==> config.mk <==
export PLATFORM = sky130hd
export DESIGN_NAME = conv_result_fifo
export DESIGN_NICKNAME = d
export VERILOG_FILES = /design/src/rtl/conv_acc_pkg.sv /design/src/rtl/res_sync_fifo.sv /design/src/rtl/conv_result_fifo.sv
export SDC_FILE = /design/constraint.sdc
export NUM_CORES = 1
export LEC_CHECK = 0
export CAP_MARGIN = 20
export CORE_UTILIZATION = 24
export CTS_CLUSTER_DIAMETER = 120
export DETAILED_ROUTE_END_ITERATION = 16
export PLACE_DENSITY = 0.45
export SLEW_MARGIN = 30
export SYNTH_ARGS = -nofsm -noshare
export SYNTH_HDL_FRONTEND = slang
export SYNTH_SLANG_ARGS = --single-unit
==> constraint.sdc <==
create_clock -name clk -period 3.9 [get_ports clk]
set_input_delay 0.975 -clock clk [delete_from_list [all_inputs] [get_ports clk]]
set_output_delay 0.975 -clock clk [all_outputs]
set_load 0.01 [all_outputs]
==> src/rtl/conv_acc_pkg.sv <==
// Shared constants for the convolution-engine result path: register addresses,
// STATUS/CTRL bit positions and the register decode helper. Build option: RESULT_RELU_EN.
package conv_acc_pkg;

    localparam logic [3:0] ADDR_RES_PAGE = 4'hB;
    localparam logic [7:0] ADDR_RES_POP  = 8'hB0;
    localparam logic [7:0] ADDR_RES_STAT = 8'hB1;
    localparam logic [7:0] ADDR_RES_CTRL = 8'hB2;
    localparam logic [7:0] ADDR_RES_THR  = 8'hB3;

    localparam int STAT_OVF   = 8;
    localparam int STAT_CLAMP = 9;
`ifdef RESULT_RELU_EN
    // Clamp flag takes bit 9, so underflow shifts up one place.
    localparam int STAT_UNF   = 10;
`else
    localparam int STAT_UNF   = 9;
`endif

    localparam int CTRL_FLUSH  = 0;
    localparam int CTRL_IRQ_EN = 1;

    typedef enum logic [2:0] {
        REG_POP,
        REG_STAT,
        REG_CTRL,
        REG_THR,
        REG_NONE
    } res_reg_e;

    function automatic res_reg_e reg_decode(input logic [7:0] a);
        case (a)
            ADDR_RES_POP:  return REG_POP;
            ADDR_RES_STAT: return REG_STAT;
            ADDR_RES_CTRL: return REG_CTRL;
            ADDR_RES_THR:  return REG_THR;
            default:       return REG_NONE;
        endcase
    endfunction

endpackage

==> src/rtl/res_sync_fifo.sv <==
// Synchronous result FIFO: storage, wrapping pointers, occupancy and full/empty.
// Flush beats both push and pop; a pop at full frees the slot for a same-edge push.
module res_sync_fifo #(
    parameter int DEPTH = 16,
    parameter int AW    = 4,
    parameter int W     = 32
) (
    input  logic          clk,
    input  logic          rst,
    input  logic          flush,
    input  logic          push,
    input  logic          pop,
    input  logic [W-1:0]  wdata,
    output logic [W-1:0]  rdata,
    output logic [AW:0]   level,
    output logic [AW:0]   level_next,
    output logic          full,
    output logic          empty
);

    logic [W-1:0]  mem [DEPTH];
    logic [AW-1:0] wptr;
    logic [AW-1:0] rptr;
    logic          do_push;
    logic          do_pop;

    assign full    = (level == (AW+1)'(DEPTH));
    assign empty   = (level == '0);
    assign do_pop  = pop & ~empty & ~flush;
    assign do_push = push & ~flush & (~full | do_pop);
    assign rdata   = mem[rptr];

    always_comb begin
        level_next = level;
        if (flush)
            level_next = '0;
        else if (do_push & ~do_pop)
            level_next = level + 1'b1;
        else if (do_pop & ~do_push)
            level_next = level - 1'b1;
    end

    always_ff @(posedge clk or posedge rst) begin
        if (rst) begin
            wptr  <= '0;
            rptr  <= '0;
            level <= '0;
        end else begin
            level <= level_next;
            if (flush) begin
                wptr <= '0;
                rptr <= '0;
            end else begin
                if (do_push) wptr <= wptr + 1'b1;
                if (do_pop)  rptr <= rptr + 1'b1;
            end
        end
    end

    always_ff @(posedge clk) begin
        if (do_push) mem[wptr] <= wdata;
    end

endmodule

==> src/rtl/conv_result_fifo.sv <==
// Result capture FIFO behind the Wishbone wrapper: pop/status/ctrl/threshold registers
// and a level interrupt. Build option RESULT_RELU_EN clamps negative results to zero.
module conv_result_fifo
    import conv_acc_pkg::*;
#(
    parameter int DEPTH = 16,
    parameter int AW    = 4,
    parameter int RES_W = 16
) (
    input  logic             clk,
    input  logic             rst,
    input  logic             res_valid,
    input  logic [RES_W-1:0] outa,
    input  logic [RES_W-1:0] outb,
    input  logic             cyc,
    input  logic             str,
    input  logic             we,
    input  logic [7:0]       addr,
    input  logic [31:0]      data_in,
    output logic [31:0]      data_out,
    output logic             ack,
    output logic             irq,
    output logic             full,
    output logic             empty
);

    res_reg_e             rsel;
    logic                 sel;
    logic                 take;
    logic                 rd_pop;
    logic                 wr_ctrl;
    logic                 wr_thr;
    logic                 flush;
    logic                 ovf_hit;
    logic                 unf_hit;
    logic                 ovf;
    logic                 unf;
    logic                 irq_en;
    logic [AW:0]          thr;
    logic [AW:0]          level;
    logic [AW:0]          level_next;
    logic [2*RES_W-1:0]   head;
    logic [RES_W-1:0]     val_a;
    logic [RES_W-1:0]     val_b;
    logic [31:0]          status;
    logic [31:0]          rd_data;
    logic                 data_unused;

    assign data_unused = ^data_in[31:AW+1];

    // Side effects fire only on the edge where ack rises, so a held request acts once.
    assign sel     = cyc & str & (addr[7:4] == ADDR_RES_PAGE);
    assign take    = sel & ~ack;
    assign rsel    = reg_decode(addr);
    assign rd_pop  = take & ~we & (rsel == REG_POP);
    assign wr_ctrl = take & we & (rsel == REG_CTRL);
    assign wr_thr  = take & we & (rsel == REG_THR);
    assign flush   = wr_ctrl & data_in[CTRL_FLUSH];
    assign unf_hit = rd_pop & empty;
    assign ovf_hit = res_valid & ~flush & full & ~rd_pop;

`ifdef RESULT_RELU_EN
    logic clamp;
    logic clamp_hit;

    assign val_a     = outa[RES_W-1] ? '0 : outa;
    assign val_b     = outb[RES_W-1] ? '0 : outb;
    assign clamp_hit = res_valid & ~flush & (~full | rd_pop) & (outa[RES_W-1] | outb[RES_W-1]);

    always_ff @(posedge clk or posedge rst) begin
        if (rst)
            clamp <= 1'b0;
        else if (flush)
            clamp <= 1'b0;
        else if (clamp_hit)
            clamp <= 1'b1;
    end
`else
    assign val_a = outa;
    assign val_b = outb;
`endif

    res_sync_fifo #(
        .DEPTH (DEPTH),
        .AW    (AW),
        .W     (2*RES_W)
    ) u_fifo (
        .clk        (clk),
        .rst        (rst),
        .flush      (flush),
        .push       (res_valid),
        .pop        (rd_pop),
        .wdata      ({val_b, val_a}),
        .rdata      (head),
        .level      (level),
        .level_next (level_next),
        .full       (full),
        .empty      (empty)
    );

    always_comb begin
        status           = '0;
        status[4:0]      = 5'(level);
        status[STAT_OVF] = ovf;
        status[STAT_UNF] = unf;
`ifdef RESULT_RELU_EN
        status[STAT_CLAMP] = clamp;
`endif
    end

    always_comb begin
        rd_data = '0;
        case (rsel)
            REG_POP:  if (!empty) rd_data = 32'(head);
            REG_STAT: rd_data = status;
            REG_CTRL: rd_data[CTRL_IRQ_EN] = irq_en;
            REG_THR:  rd_data = 32'(thr);
            default:  rd_data = '0;
        endcase
    end

    always_ff @(posedge clk or posedge rst) begin
        if (rst) begin
            ack      <= 1'b0;
            data_out <= '0;
            irq      <= 1'b0;
            ovf      <= 1'b0;
            unf      <= 1'b0;
            irq_en   <= 1'b0;
            thr      <= '0;
        end else begin
            ack      <= take;
            data_out <= (take & ~we) ? rd_data : '0;
            if (flush) begin
                ovf <= 1'b0;
                unf <= 1'b0;
            end else begin
                if (ovf_hit) ovf <= 1'b1;
                if (unf_hit) unf <= 1'b1;
            end
            if (wr_ctrl) irq_en <= data_in[CTRL_IRQ_EN];
            if (wr_thr)  thr    <= data_in[AW:0];
            // Threshold of zero means the interrupt is disarmed.
            irq <= irq_en & (thr != '0) & (level_next >= thr);
        end
    end

endmodule

==> summary.md, run 1 <==
| Metric | Value |
|---|---|
| Status | finished clean |
| Mapped Area | 0.0218 mm^2 |
| Share of power burned in registers | 49.7% |
| Area growth from synthesis to layout | 23.3% |
| Total Wirelength | 53900 um |
| GRT Overall Usage | 11.8% |
| Antenna-violating nets left | 0 |
| Chip Width | 304 um |
| DR iter-0 viols | 773 |
| Per-cell routed wire length | 22.7 um |
| Setup bufs post-CTS | 0 |
| Fin crit share | 87.7% |
| Endpoints failing setup | 0 |
| Util after Layout | around 30% |
| Crit path from | u_fifo.level[1] |
| Sequential area share after synthesis | between 70% and 80% |
| Setup CP Type | register to output pin |
| Drt drc | 0 |
| Post-cts sizing count | 0 |
| Predominant post-synthesis flop cell | edfxtp_1 |
| NetSw | 3.49 mW |
| CTS Buffer Depth | 3 |
| Slew headroom | between 40% and 50% |
| Final hold vios | 0 |
| Root buffer cell | clkbuf_16 |
| Latest clock arrival within the worst-skew pair | 0.61 ns |
| DR pass1 iterations | 5 |
| Via/cell ratio | 4.31 |
| Final std cells w/o fill | 2373 |
| Leakage power | approximately 8.5 nW |
| Total CTS buffers | 66 |
| TritonCTS clock tree | built |
| Worst path arrival time | approximately 2.4 ns |
| Share of cells above drive strength 1 | 28.9% |
| Largest net degree at the start of global routing | 59 |
| Vias in the first global route | 11038 |
| Htree depth | 3 |
| Worst R2R Start | u_fifo.level[1] |
| Final max-slew violation count | 0 |
| Synthesized net count | 1064 |
| Mean Syn Cell Area | 22.4 um^2 |
| Hold buffer count at CTS | 0 |
| PwrDens | 552 mW/mm^2 |
| Chip height | 304 um |
| Mapped Cells | 974 |
| Final setup margin | 0.481 ns |
| Yosys warns | 0 |
| CTS Sinks | 567 |
| Library cells used by synthesis | 41 |
| Placed insts | 2254 |
| First-pass GRT wire length | 78900 um |
| Routed via count | a little over 10000 |
| Ys async rst share | under 10% |
| Int Power | 11.4 mW |
| Crit end category | output pin |
| Antenna cell count | 0 |
| Setup TNS | 0 ns |
| GR Overflow Total | 0 |
| Switching Share | 23.5% |
| # rows | 110 |
| Port bufs | 86 |
| Layout Skew | 0.0180 ns |
| Antenna violations before repair | 3 |
| Max Fclk | 0.292 GHz |
| Critical Path Source Type | register |
| Initial Utilization | between 20% and 30% |
| Hold_sp | ovf |
| Core outline area | 0.0900 mm^2 |
| RSZ-0062 raised after global routing | false |
| Crit path required time | 2.92 ns |
| Power share of the clock group | 40.7% |
| Die Area | 0.0922 mm^2 |
| Dpl hpwl | 30500 um |
| Max cap viols | 0 |
| Clk pin slew, worst setup/hold paths | about 0.060 ns |
| Maximum fanout along the worst path | 6 |
| Yosys reg bits | 567 |
| Number of flops mapped to enable cells by yosys | between 500 and 600 |
| VDD IR max | 251 uV |
| I/O pin count | 114 |
| Min-Delay Path Class | register to register |
| Min Tclk post-route | 3.42 ns |
| Slew @ Worst Pin | ~0.85 ns |
| Gate power share | 9.6% |
| Routability cong. | 0.716 |
| Pre-CTS setup slack | 0.205 ns |
| Layout Nets | 1236 |
## metal layers
layer	part of all wire [%]	global-route usage, %	vias to the layer above
li1	-	-	4386
met1	45	15.7	5530
met2	49	19.3	219
met3	4.4	2.58	87
met4	2.0	3.52	6
met5	0.061	0	-
## worst max-delay path, stage by stage, from the launching register on
cell and delay [ns]:
dfrtp_1 0.43, inv_1 0.12, ha_1 0.19, nor3b_1 0.24, nor2b_1 0.27, clkdlybuf4s50_1 0.60
## worst paths after layout
| path | depth (start not counted) | slack (ns) | to |
|---|---|---|---|
| max in group asynchronous | 3 | 2.34 | data_out[9] |
| max reg2reg | 15 | 0.84 | irq |
| max | 5 | 0.48 | empty |
| min | 2 | 0.51 | ovf |
| min in group asynchronous | 2 | 0.81 | ack |
| min reg2reg | 2 | 0.51 | ovf |
## placed cells by master, fill, tap and decap left out, types with 3 or more instances in the layout
master           count
ha_1                12
nand3_1              9
nand4_1              3
nor4_1               4
clkbuf_1            16
edfxtp_1           512
mux2i_1             16
o22ai_1              4
and2_2              16
buf_12              29
inv_1               12
clkbuf_8             3
nor2b_1             28
nor2_1              23
clkinv_2             9
mux2_2              13
o21ai_0              4
o21ai_1              5
clkdlybuf4s50_1     86
clkbuf_16           66
nand2_1             14
a21oi_1             12
mux4_2             153
dfrtp_4              3
bufinv_16            5
clkinv_1            11
buf_4               36
xnor2_1              7
nand2b_1             3
dfrtp_1             51
inv_6                3
## cell type report
cell class	count	area (um^2)
well taps	1176	1470
clock inverters	34	375
fillers	8774	63100
repair buffers	151	1710
clock buffers	85	1750
multi-input cells	347	4800
inverters	13	50.0
flip-flops and latches	567	16800
## power by group through the flow
stage | combinational (mW) | sequential [mW] | clock (mW)
final | 1.43 | 7.37 | 6.05
after global routing | 1.57 | 7.42 | 6.47
after CTS | 1.48 | 7.38 | 6.25
after detailed placement | 1.48 | 7.50 | 0
after global placement | 1.48 | 7.48 | 0
after floorplan | 0.716 | 7.46 | 0
## stage by stage
stage	hold WS [ns]	power, mW	area (um^2)
3_3_place_gp	0.490	8.96	24800
4_1_cts	0.511	15.1	26900
3_5_place_dp	0.495	8.98	24800
2_1_floorplan	0.456	8.18	21800
6_report	0.506	14.9	26900
5_1_grt	0.550	15.5	26900
## flip-flops by register name, indices dropped and copies added (netlist names)
| signal | count |
|---|---|
| u_fifo.rptr | 4 |
| irq_en | 1 |
| unf | 1 |
| ovf | 1 |
| data_out | 32 |
| u_fifo.mem | 512 |
| irq | 1 |
| thr | 5 |
| u_fifo.level | 5 |
| u_fifo.wptr | 4 |
| ack | 1 |
## synthesized netlist by cell type, drive strengths merged (13+ instances only)
cell / count / share of area (%)
dfrtp: 55 / 6.3
mux2i: 16 / 0.73
inv: 13 / 0.22
nand2: 14 / 0.24
and2: 17 / 0.49
mux4: 153 / 16
edfxtp: 512 / 70
mux2: 13 / 0.67
nor2: 24 / 0.42
clkbuf: 21 / 0.36
nor2b: 28 / 0.80
buf: 26 / 0.81
## cells by family after synthesis
logic type | after synthesis | synth area share (%)
adder cells (fa/ha/maj) | 12 | 0.688
AND/OR/NAND/NOR | 115 | 2.92
flip-flops | 567 | 76.7
buffers and inverters | 60 | 1.39
AO/OA/AOI/OAI | 30 | 0.779
XOR/XNOR | 8 | 0.321
multiplexers | 182 | 17.2
(Power assumes the default switching activity.)
==> inputs of run 2 (changes only) <==
- CORE_UTILIZATION: 24 -> 42
- PLACE_DENSITY: 0.45 -> 0.65
==> summary.md, run 2 (synthesis results as in run 1) <==
| Metric | Value |
|---|---|
| Setup bufs post-CTS | 0 |
| Layout Nets | between 1000 and 1500 |
| Die Area | 0.0529 mm^2 |
| Setup TNS | 0 ns |
| Post-cts sizing count | 0 |
| Switching Share | 22.2% |
| DR pass1 iterations | 5 |
| Final hold vios | 0 |
| Most used cell, CP | inv_1 |
| Most frequent cells in the layout | edfxtp_1 (512), mux4_2 (153), clkdlybuf4s50_1 (86), clkbuf_16 (57), dfrtp_1 (51) |
| Hold_sp | unf |
| CP peak stage delay | 0.54 ns |
| Hold slack | 0.488 ns |
| Antenna-violating nets left | 0 |
| Chip Width | 230 um |
| Design Area, Final | between 0.02 and 0.03 mm^2 |
| Storage element area | 0.0168 mm^2 |
| Share of cells above drive strength 1 | 27.2% |
| WP buf/inv | 3 |
| Core outline area | 0.0513 mm^2 |
| CP endpoint | full |
| Slew @ Worst Pin | 0.978 ns |
| Port bufs | 86 |
| Crit path required time | around 2.9 ns |
| Chip height | 230 um |
| Min Tclk post-route | 3.42 ns |
| Crit end category | output pin |
| Root buffer cell | clkbuf_16 |
| Latest clock arrival within the worst-skew pair | 0.59 ns |
| Hold buffer count at CTS | 0 |
| Slew headroom | between 30% and 40% |
| RSZ-0062 raised after global routing | false |
| Gate power share | 9.4% |
| Reg with most FFs | u_fifo.mem |
| Layout Skew | between 0.01 and 0.015 ns |
| Slowest CP cell | clkdlybuf4s50_1 |
| I/O pin count | 114 |
| Antenna violations before repair | 3 |
| Max cap viols | 0 |
| Dpl hpwl | 25000 um |
| Total power | between 10 and 15 mW |
| Worst path arrival time | about 2.4 ns |
| Vias in the first global route | 10384 |
| Crit path from | u_fifo.level[1] |
| Fin crit share | 87.7% |
| Worst path cell trace | inv_1 > ha_1 > nor3b_1 > nand2_1 > inv_1 > clkdlybuf4s50_1 |
| Status | finished clean |
| Via/cell ratio | roughly 5.5 |
| Per-cell routed wire length | 24.7 um |
| TritonCTS clock tree | built |
| GR Overflow Total | 0 |
| Share of power burned in registers | 52.4% |
| Max reg flops | approximately 500 |
| NetSw | 3.13 mW |
| RR Endpoint | irq |
| Placed insts | around 1700 |
| Antenna cell count | 0 |
| Int Power | 10.9 mW |
| Final max-slew violation count | 0 |
| Max Fclk | between 0.2 and 0.3 GHz |
| Initial Utilization | 42.6% |
| Total Wirelength | 45500 um |
| PwrDens | ~550 mW/mm^2 |
| Min-Delay Path Class | register to register |
| Largest registers | u_fifo.mem x512, data_out x32 |
| GRT Overall Usage | between 10% and 20% |
| Total CTS buffers | 54 |
| Clk pin slew, worst setup/hold paths | 0.06 ns |
| Drt drc | 0 |
| Layout filler cell count | 4041 |
| Area growth from synthesis to layout | 18.2% |
| Family with the most delay on the worst path | buffers and inverters |
| Power share of the clock group | 38.1% |
| Commonest non-fill, non-tap cell in the layout | edfxtp_1 |
| Setup CP Type | register to output pin |
| Worst Reg-to-Reg Cells | 14 |
| Critical path depth | 6 |
| First-pass GRT wire length | 67800 um |
| Routed via count | 10095 |
| CTS Buffer Depth | 3 |
| DR iter-0 viols | 912 |
| VDD IR max | 337 uV |
| Worst R2R Start | u_fifo.level[1] |
| Htree depth | 2 |
| Routability cong. | 0.789 |
| CTS Sinks | 567 |
| Placed inst area | 0.0240 mm^2 |
| # rows | 83 |
| Endpoints failing setup | 0 |
| Area occupied by multi-input gates | about 0.0048 mm^2 |
| Maximum fanout along the worst path | 6 |
| Leakage power | 8.23 nW |
| Critical Path Source Type | register |
| R2r setup slk | around 0.75 ns |
| Final std cells w/o fill | 1843 |
| Largest net degree at the start of global routing | 57 |
run 2: changes by cell type in the layout (fill, tap and decap cells not counted), moves of 2 or more:
cell / delta
buf_12: -6
buf_4: -11
clkbuf_1: -5
clkbuf_16: -9
clkbuf_8: +4
clkinv_2: -3
clkinv_8: -2
inv_16: -2
inv_6: -2
run 2: worst min path at each step:
| stage | end | slack (ns) | cells past startpoint |
|---|---|---|---|
| global route | data_out[9] | 0.54 | 2 |
| floorplan | data_out[8] | 0.46 | 2 |
| detailed placement | data_out[9] | 0.48 | 2 |
| CTS | data_out[9] | 0.49 | 2 |
| finish | data_out[9] | 0.49 | 2 |
| global placement | data_out[9] | 0.48 | 2 |
run 2: stage by stage:
step	utilization (%)	worst slack, ns
detailed placement	46.7	0.102
CTS	50.3	0.429
finish	50.3	0.481
floorplan	-	0.615
global placement	46.7	0.110
global route	50.3	0.269
run 2: power groups by stage:
stage                     registers, mW  logic (mW)  clock network, mW
final                              7.38        1.33               5.37
after global routing               7.42        1.45               5.70
after CTS                          7.38        1.36               5.48
after detailed placement           7.51        1.35                  0
after global placement             7.47        1.33                  0
after floorplan                    7.46       0.716                  0
run 2: area by class of cell:
class / count / share of cell area [%]
timing repair buffer: 134 / 5.85
clock buffer: 75 / 6.06
sequential: 567 / 64.9
tap: 680 / 3.30
clock inverter: 27 / 1.09
inverter: 13 / 0.189
multi-input combinational: 347 / 18.6
run 2: tightest hold or removal path, delay by kind of cell, from the launching register on:
kind               cells  cell delay [ns]
DFF                    1             0.34
AOI/OAI and AO/OA      1             0.06
and+or+nand+nor        1             0.05
run 2: per-layer routing:
metal / up-vias / global-route usage, % / part of all wire, %
met3: 67 / 3.55 / 5.4
met1: 5428 / 25.5 / 45
li1: 4320 / - / -
met5: - / 0 / 0.10
met2: 274 / 27.5 / 48
met4: 6 / 4.16 / 1.7
